### src/rtl/ext_bus_ctrl.sv
// -----------------------------------------------------------------------------
// ext_bus_ctrl
//
// Bridges the CPU main bus to a shared 8-bit GPIO pad bus. Two external
// devices (13 and 14) are served:
//   * load strobes: the FPGA drives the pads and pulses devN_load_pin.
//   * assert strobes: the FPGA releases the pads, waits a turnaround gap,
//     pulls devN_assert_pin low, and captures the synchronised pad value
//     into main_in until the CPU drops the request.
//
// The bus direction only changes through an idle gap with pad_oe low. The
// pad enable and the assert strobes come from mutually exclusive states
// and are both registered, so they can never overlap, not even on an edge.
//
// Parameters
//   TURNAROUND  : idle cycles with pad_oe low between direction changes (1..15)
//   SYNC_STAGES : depth of the pad_in synchroniser (2..3)
//
// Ports
//   clk                : single clock, all flops on the rising edge
//   reset              : asynchronous active-low reset
//   devN_load_main     : active-low load request from CPU decode
//   devN_assert_main   : active-low assert (read) request from CPU decode
//   main_out[7:0]      : CPU main-bus value to present on the pads
//   pad_in[7:0]        : raw asynchronous pad value
//   pad_out[7:0]       : registered pad drive value
//   pad_oe             : pad output enable, high = FPGA drives the pads
//   devN_load_pin      : registered active-low load strobe
//   devN_assert_pin    : registered active-low assert strobe
//   main_in[7:0]       : captured external data for the CPU
//   main_in_valid      : main_in holds synchronised external data
//   conflict           : sticky protocol-violation flag
//   conflict_cnt[7:0]  : saturating count of violation events
// -----------------------------------------------------------------------------
module ext_bus_ctrl #(
  parameter int unsigned TURNAROUND  = 1,
  parameter int unsigned SYNC_STAGES = 2
) (
  input  logic       clk,
  input  logic       reset,
  input  logic       dev13_load_main,
  input  logic       dev13_assert_main,
  input  logic       dev14_load_main,
  input  logic       dev14_assert_main,
  input  logic [7:0] main_out,
  input  logic [7:0] pad_in,
  output logic [7:0] pad_out,
  output logic       pad_oe,
  output logic       dev13_load_pin,
  output logic       dev13_assert_pin,
  output logic       dev14_load_pin,
  output logic       dev14_assert_pin,
  output logic [7:0] main_in,
  output logic       main_in_valid,
  output logic       conflict,
  output logic [7:0] conflict_cnt
);

  typedef enum logic [1:0] {
    S_DRIVE    = 2'd0,
    S_TURN_OUT = 2'd1,
    S_EXT_READ = 2'd2,
    S_TURN_IN  = 2'd3
  } state_e;

  // Last value of the gap counter before the gap ends.
  localparam logic [3:0] TURN_LAST = 4'(TURNAROUND - 1);
  // Read-cycle count at which the synchroniser pipe holds post-grant data;
  // valid rises on the SYNC_STAGES-th cycle spent in EXT_READ.
  localparam logic [1:0] RD_THRESH = 2'(SYNC_STAGES - 2);

  // ---------------------------------------------------------------------------
  // Request decode (internal signals are active high)
  // ---------------------------------------------------------------------------
  logic ld13, ld14, as13, as14;
  assign ld13 = ~dev13_load_main;
  assign ld14 = ~dev14_load_main;
  assign as13 = ~dev13_assert_main;
  assign as14 = ~dev14_assert_main;

  // ---------------------------------------------------------------------------
  // pad_in synchroniser: index 0 takes the raw pad, index SYNC_STAGES-1 is
  // the only stage the rest of the design may look at.
  // ---------------------------------------------------------------------------
  logic [SYNC_STAGES-1:0][7:0] sync_q;
  logic [7:0]                  pad_sync;

  // NOTE: these are a handful of flops, not a RAM, so they take the reset;
  // that keeps main_in deterministic when the first read follows reset.
  always_ff @(posedge clk or negedge reset) begin
    if (!reset) begin
      sync_q <= '0;
    end else begin
      // NOTE: non-blocking assignment lets each stage take the old value of
      // its neighbour, which is what makes this a shift chain.
      sync_q <= {sync_q[SYNC_STAGES-2:0], pad_in};
    end
  end

  assign pad_sync = sync_q[SYNC_STAGES-1];

  // ---------------------------------------------------------------------------
  // FSM: state register
  // ---------------------------------------------------------------------------
  state_e     state_q, state_d;
  logic [3:0] gap_cnt_q, gap_cnt_d;
  logic       grant14_q, grant14_d;   // 0: dev13 owns the read, 1: dev14

  always_ff @(posedge clk or negedge reset) begin
    if (!reset) begin
      state_q   <= S_TURN_IN;
      gap_cnt_q <= '0;
      grant14_q <= 1'b0;
    end else begin
      state_q   <= state_d;
      gap_cnt_q <= gap_cnt_d;
      grant14_q <= grant14_d;
    end
  end

  // ---------------------------------------------------------------------------
  // FSM: next-state logic
  // ---------------------------------------------------------------------------
  logic granted_req;
  assign granted_req = grant14_q ? as14 : as13;

  always_comb begin
    // NOTE: every signal gets a default first so no path leaves it
    // unassigned, which would otherwise infer a latch.
    state_d   = state_q;
    gap_cnt_d = gap_cnt_q;
    grant14_d = grant14_q;

    unique case (state_q)
      S_DRIVE: begin
        if (as13 || as14) begin
          state_d   = S_TURN_OUT;
          gap_cnt_d = '0;
          // Grant is fixed here; dev13 wins a simultaneous request.
          grant14_d = ~as13;
        end
      end
      S_TURN_OUT: begin
        if (gap_cnt_q == TURN_LAST) begin
          state_d = S_EXT_READ;
        end else begin
          gap_cnt_d = gap_cnt_q + 4'd1;
        end
      end
      S_EXT_READ: begin
        // Only the granted request matters here; the other one waits until
        // the bus is back in DRIVE.
        if (!granted_req) begin
          state_d   = S_TURN_IN;
          gap_cnt_d = '0;
        end
      end
      S_TURN_IN: begin
        if (gap_cnt_q == TURN_LAST) begin
          state_d = S_DRIVE;
        end else begin
          gap_cnt_d = gap_cnt_q + 4'd1;
        end
      end
      default: state_d = S_TURN_IN;
    endcase
  end

  // ---------------------------------------------------------------------------
  // FSM: output logic (next values of the registered outputs)
  // ---------------------------------------------------------------------------
  logic [7:0] pad_out_q, pad_out_d;
  logic       pad_oe_q, pad_oe_d;
  logic       ld13_pin_q, ld13_pin_d;
  logic       ld14_pin_q, ld14_pin_d;
  logic       as13_pin_q, as13_pin_d;
  logic       as14_pin_q, as14_pin_d;
  logic [7:0] main_in_q, main_in_d;
  logic       valid_q, valid_d;
  logic [1:0] rd_cnt_q, rd_cnt_d;
  logic       conflict_q, conflict_d;
  logic [7:0] conf_cnt_q, conf_cnt_d;

  logic stay_drive;
  logic stay_read;
  logic conf_event;

  always_comb begin
    stay_drive = (state_q == S_DRIVE)    && (state_d == S_DRIVE);
    stay_read  = (state_q == S_EXT_READ) && (state_d == S_EXT_READ);

    // Derived from the next state so the enable and the assert strobes
    // switch on the same edge as the state, never from overlapping states.
    pad_oe_d   = (state_d == S_DRIVE);
    as13_pin_d = ~((state_d == S_EXT_READ) && !grant14_d);
    as14_pin_d = ~((state_d == S_EXT_READ) &&  grant14_d);

    // Loads only pass while the bus stays driven; any assert request leaves
    // DRIVE, so a load paired with an assert is dropped automatically.
    ld13_pin_d = ~(stay_drive && ld13);
    ld14_pin_d = ~(stay_drive && ld14);

    // Track main_out while driving, and load it again on entry to DRIVE.
    pad_out_d  = ((state_q == S_DRIVE) || (state_d == S_DRIVE)) ? main_out : pad_out_q;

    // Capture while the granted request is still held; hold on exit.
    main_in_d  = stay_read ? pad_sync : main_in_q;
    rd_cnt_d   = '0;
    if (stay_read) begin
      rd_cnt_d = (rd_cnt_q == 2'd3) ? rd_cnt_q : rd_cnt_q + 2'd1;
    end
    valid_d    = stay_read && (valid_q || (rd_cnt_q == RD_THRESH));

    // Several violations in one cycle are one event.
    if (state_q == S_DRIVE) begin
      conf_event = (ld13 && as13) || (ld14 && as14) || (as13 && as14);
    end else begin
      conf_event = ld13 || ld14;
    end
    conflict_d = conflict_q | conf_event;
    conf_cnt_d = (conf_event && (conf_cnt_q != 8'hFF)) ? conf_cnt_q + 8'd1 : conf_cnt_q;
  end

  // ---------------------------------------------------------------------------
  // Output registers. Reset puts every strobe high and the pads released
  // immediately, without waiting for a clock edge.
  // ---------------------------------------------------------------------------
  always_ff @(posedge clk or negedge reset) begin
    if (!reset) begin
      pad_out_q  <= '0;
      pad_oe_q   <= 1'b0;
      ld13_pin_q <= 1'b1;
      ld14_pin_q <= 1'b1;
      as13_pin_q <= 1'b1;
      as14_pin_q <= 1'b1;
      main_in_q  <= '0;
      valid_q    <= 1'b0;
      rd_cnt_q   <= '0;
      conflict_q <= 1'b0;
      conf_cnt_q <= '0;
    end else begin
      pad_out_q  <= pad_out_d;
      pad_oe_q   <= pad_oe_d;
      ld13_pin_q <= ld13_pin_d;
      ld14_pin_q <= ld14_pin_d;
      as13_pin_q <= as13_pin_d;
      as14_pin_q <= as14_pin_d;
      main_in_q  <= main_in_d;
      valid_q    <= valid_d;
      rd_cnt_q   <= rd_cnt_d;
      conflict_q <= conflict_d;
      conf_cnt_q <= conf_cnt_d;
    end
  end

  assign pad_out          = pad_out_q;
  assign pad_oe           = pad_oe_q;
  assign dev13_load_pin   = ld13_pin_q;
  assign dev14_load_pin   = ld14_pin_q;
  assign dev13_assert_pin = as13_pin_q;
  assign dev14_assert_pin = as14_pin_q;
  assign main_in          = main_in_q;
  assign main_in_valid    = valid_q;
  assign conflict         = conflict_q;
  assign conflict_cnt     = conf_cnt_q;

endmodule

### config.mk
export PLATFORM = sky130hd
export DESIGN_NAME = ext_bus_ctrl
export DESIGN_NICKNAME = d
export VERILOG_FILES = /design/src/rtl/ext_bus_ctrl.sv
export SDC_FILE = /design/constraint.sdc
export NUM_CORES = 1
export LEC_CHECK = 0
export BUFFER_PORTS_ARGS = -buffer_cell sky130_fd_sc_hd__buf_2
export CAP_MARGIN = 5
export CORE_MARGIN = 8
export CORE_UTILIZATION = 35
export DETAILED_ROUTE_END_ITERATION = 7
export PLACE_DENSITY_LB_ADDON = 0.12
export SYNTH_ARGS = -nofsm -noshare
export SYNTH_HDL_FRONTEND = slang
export SYNTH_SLANG_ARGS = --single-unit
### constraint.sdc
create_clock -name clk -period 3.1 [get_ports clk]
set_clock_uncertainty 0.2 [all_clocks]
set_input_delay 0.62 -clock clk [delete_from_list [all_inputs] [get_ports clk]]
set_output_delay 0.62 -clock clk [all_outputs]
set_load 0.05 [all_outputs]
==> run_results.csv <==
group,metric,value,unit
status,status,"complete, no violations",
synth,yosys.area_share.simple,10.99,%
finish,synthToLayoutAreaGrowth,21.92,%
clocking,cts_hold_buf,0,
clocking,insertion_delay,310,ps
finish,finish.instance_area,2665,µm²
die,core_area,5991,µm²
synth,synth.avg_cell_area,13.92,µm²
synth,syn_area,2186,µm²
placement,place.gp.congestion,0.7673,
synth,ys_top_cells_by_area,"dfrtp_1, dfstp_2, mux2_2",
run,cap_viol_max_count,0,
global_route,grt_max_degree,57,
pwr,power.leakage,1.266,nW
clocking,cts_resized,0,
global_route,grt_overflow,0,
worst_setup_path,crit_required,3100,ps
finish,insertedDiodeCount,0,
timing,drv_slew,0,
pwr,irDropWorstVdd,533.1,µV
synth,synth-compound-area-share,3.721,%
timing,finalCritPeriodShare,62.71,%
clocking,cts-root-buf,"clkbuf_8",
timing,max_slew_margin,54.68,%
synth,yosysWarnings,0,
worst_setup_path,critPathArrivalTime,1940,ps
min_path,worstHoldPathType,"register to register",
finish,layoutNonFillerInstCount,290,
clocking,post-cts-setup-buffer-count,0,
worst_setup_path,worst_setup_path_start_kind,"register",
die,num_rows,28,
worst_setup_path,crit_chain,"and4bb_2 > nand2_1 > o21ai_2 > mux2_2",
worst_setup_path,critPathMaxStageDelay,690,ps
synth,ys_seq_area_share,64.45,%
pwr,power_density,1187,nW/µm²
routing,drt-initial-drc-count,45,
timing,hold_ws,157.5,ps
placement,hpwlAfterDp,2.988,mm
synth,ys.flop_type,"dfrtp_1",
global_route,grt_pass1_vias,1528,
routing,drc,0,
pwr,finalPower,3.164,mW
synth,synth-edff-count,0,
timing,setup_tns,0,ps
synth,synthMuxAreaShare,12.65,%
die,die_area,9030,µm²
timing,setup_viol,0,
synth,ys_types,34,
timing,min_period,1944,ps
synth,ys_seq_elements,56,
global_route,grt_pass1_wl,7.079,mm
global_route,antenna_found_initial,0,
synth,synth_cells,157,
global_route,grt.total_usage,9.904,%
placement,placedCellCount,282,
placement,io_buffers,52,
routing,wirelength,4.142,mm
synth,synthArstFlopShare,100.0,%
clocking,cts_buffer_depth,2,
synth,synth_area_leader_cell,"dfrtp_1",
timing,hold_violations,0,
clocking,cts.sinks,56,
timing,max_freq,514.4,MHz
finish,final_layout_size_suffix_gt1_share,43.26,%
synth,synthXorXnorAreaFrac,3.205,%
worst_setup_path,critPathSlowestCell,"dfstp_2",
routing,via_per_inst,4.707,
die,ios,53,
routing,drt_pass1_iterations,2,
synth,synth_top_family_by_area,"multiplexers",
placement,placed_cell_area,2527,µm²
clocking,cts_tree,"yes",
synth,synth_top_area_share,57.24,%
clocking,cts_buffers,5,
synth,syn_nets,184,
worst_setup_path,endpoint_kind,"register",
worst_setup_path,cp_max_fo,15,
synth,synth_adder_area_share,2.862,%
die,die_h,95.03,µm
die,start_util,36.49,%
timing,tightest_slew,679.8,ps
routing,wl_per_cell,14.28,µm
clocking,clk_pin_slew,100,ps
timing,rsz0062_at_grt,"no",
routing,vias,1365,
worst_setup_path,critical_path_class,"register to register",
die,die_w,95.03,µm
routing,drtAntennaViolNets,0,
finish,nets,241,
clocking,cts_max_level,2,
## final timing paths
path                       startpoint     endpoint  slack [ps]  depth (start not counted)
hold / removal              sync_q[5]  pad_sync[5]         160                          0
setup / recovery           state_q[0]   pad_out[0]        1160                          4
max in group asynchronous       reset    grant14_q        2020                          2
min in group asynchronous       reset   main_in[3]         220                          2
setup reg to reg           state_q[0]   pad_out[0]        1160                          4
hold reg to reg             sync_q[5]  pad_sync[5]         160                          0
## final cells by class
class                      count  area, µm²
multi-input combinational     91      730.7
clock buffer                   5      68.82
sequential                    56       1409
clock inverter                 3      68.82
timing repair buffer          53      267.8
tap                           75      93.84
fill                         556       3326
inverter                       7      26.28
## synth_stat cells, drive strengths merged, types with 2 or more instances
library cell and number:
buf 2, dfrtp 50, dfstp 6, ha 5, inv 7, mux2 21
nand2 8, nand2b 3, nand3 6, nand4 2, nor2 11, nor3 5
nor3b 2, o21ai 5, or4 2, xnor2 2, xor2 6
## flip-flops by register name, summed over array words and instances (netlist names)
signal / count
grant14_q: 1
conflict: 1
dev14_assert_pin: 1
pad_sync: 8
conflict_cnt: 8
main_in: 8
dev13_assert_pin: 1
state_q: 2
sync_q: 8
dev13_load_pin: 1
dev14_load_pin: 1
rd_cnt_q: 2
main_in_valid: 1
pad_out: 8
gap_cnt_q: 4
pad_oe: 1
## worst max-delay path: cells and delay by family, from the launching register on
family	cells	cell delay (ps)
AND/OR/NAND/NOR	2	360
AO/OA/AOI/OAI	1	200
multiplexers	1	390
flip-flops	1	690
## power breakdown
part / internal (mW) / total [mW] / leakage [nW] / switching (mW)
Combinational: 0.463 / 1.44 / 0.532 / 0.975
Clock: 0.325 / 0.568 / 0.0687 / 0.243
Sequential: 0.975 / 1.16 / 0.665 / 0.183
Total: 1.76 / 3.16 / 1.27 / 1.40
## per-stage QoR
step | util (%) | worst slack, ps
2_1_floorplan | - | 1128
3_3_place_gp | 42.19 | 993.4
3_5_place_dp | 42.19 | 962.5
4_1_cts | 44.49 | 1149
5_1_grt | 44.49 | 1047
6_report | 44.49 | 1156
## routing by layer
metal,global-route usage [%],vias up,share of wire [%]
met4,3.381,0,1.3
met2,16.92,34,50
li1,-,649,-
met3,3.852,6,6.0
met5,0,-,0
met1,11.06,676,43
## cells in the final DEF, fill, tap and decap left out, types with 2 or more instances in the layout
cell type | Yosys | final
xor2_1 | 6 | 6
mux2_4 | 8 | 8
nand3_1 | 6 | 6
nand2_1 | 8 | 8
inv_1 | 7 | 7
ha_1 | 5 | 5
nor3b_1 | 2 | 2
or4_1 | 2 | 2
nand2b_1 | 3 | 3
o21ai_0 | 4 | 4
bufinv_16 | 0 | 2
dfstp_2 | 6 | 6
dfrtp_1 | 50 | 50
mux2_2 | 13 | 13
nor3_1 | 5 | 5
buf_2 | 1 | 52
clkbuf_8 | 0 | 5
nand4_1 | 2 | 2
xnor2_1 | 2 | 2
nor2_1 | 11 | 11
## cells by family after synthesis
kind of cell               Yosys count
DFF                                 56
and+or+nand+nor                     45
muxes                               22
AOI/OAI and AO/OA                   11
buffers and inverters               10
xor gates and xnor gates             8
adders and majority gates            5
No activity file was read; power rests on OpenSTA's default activity.
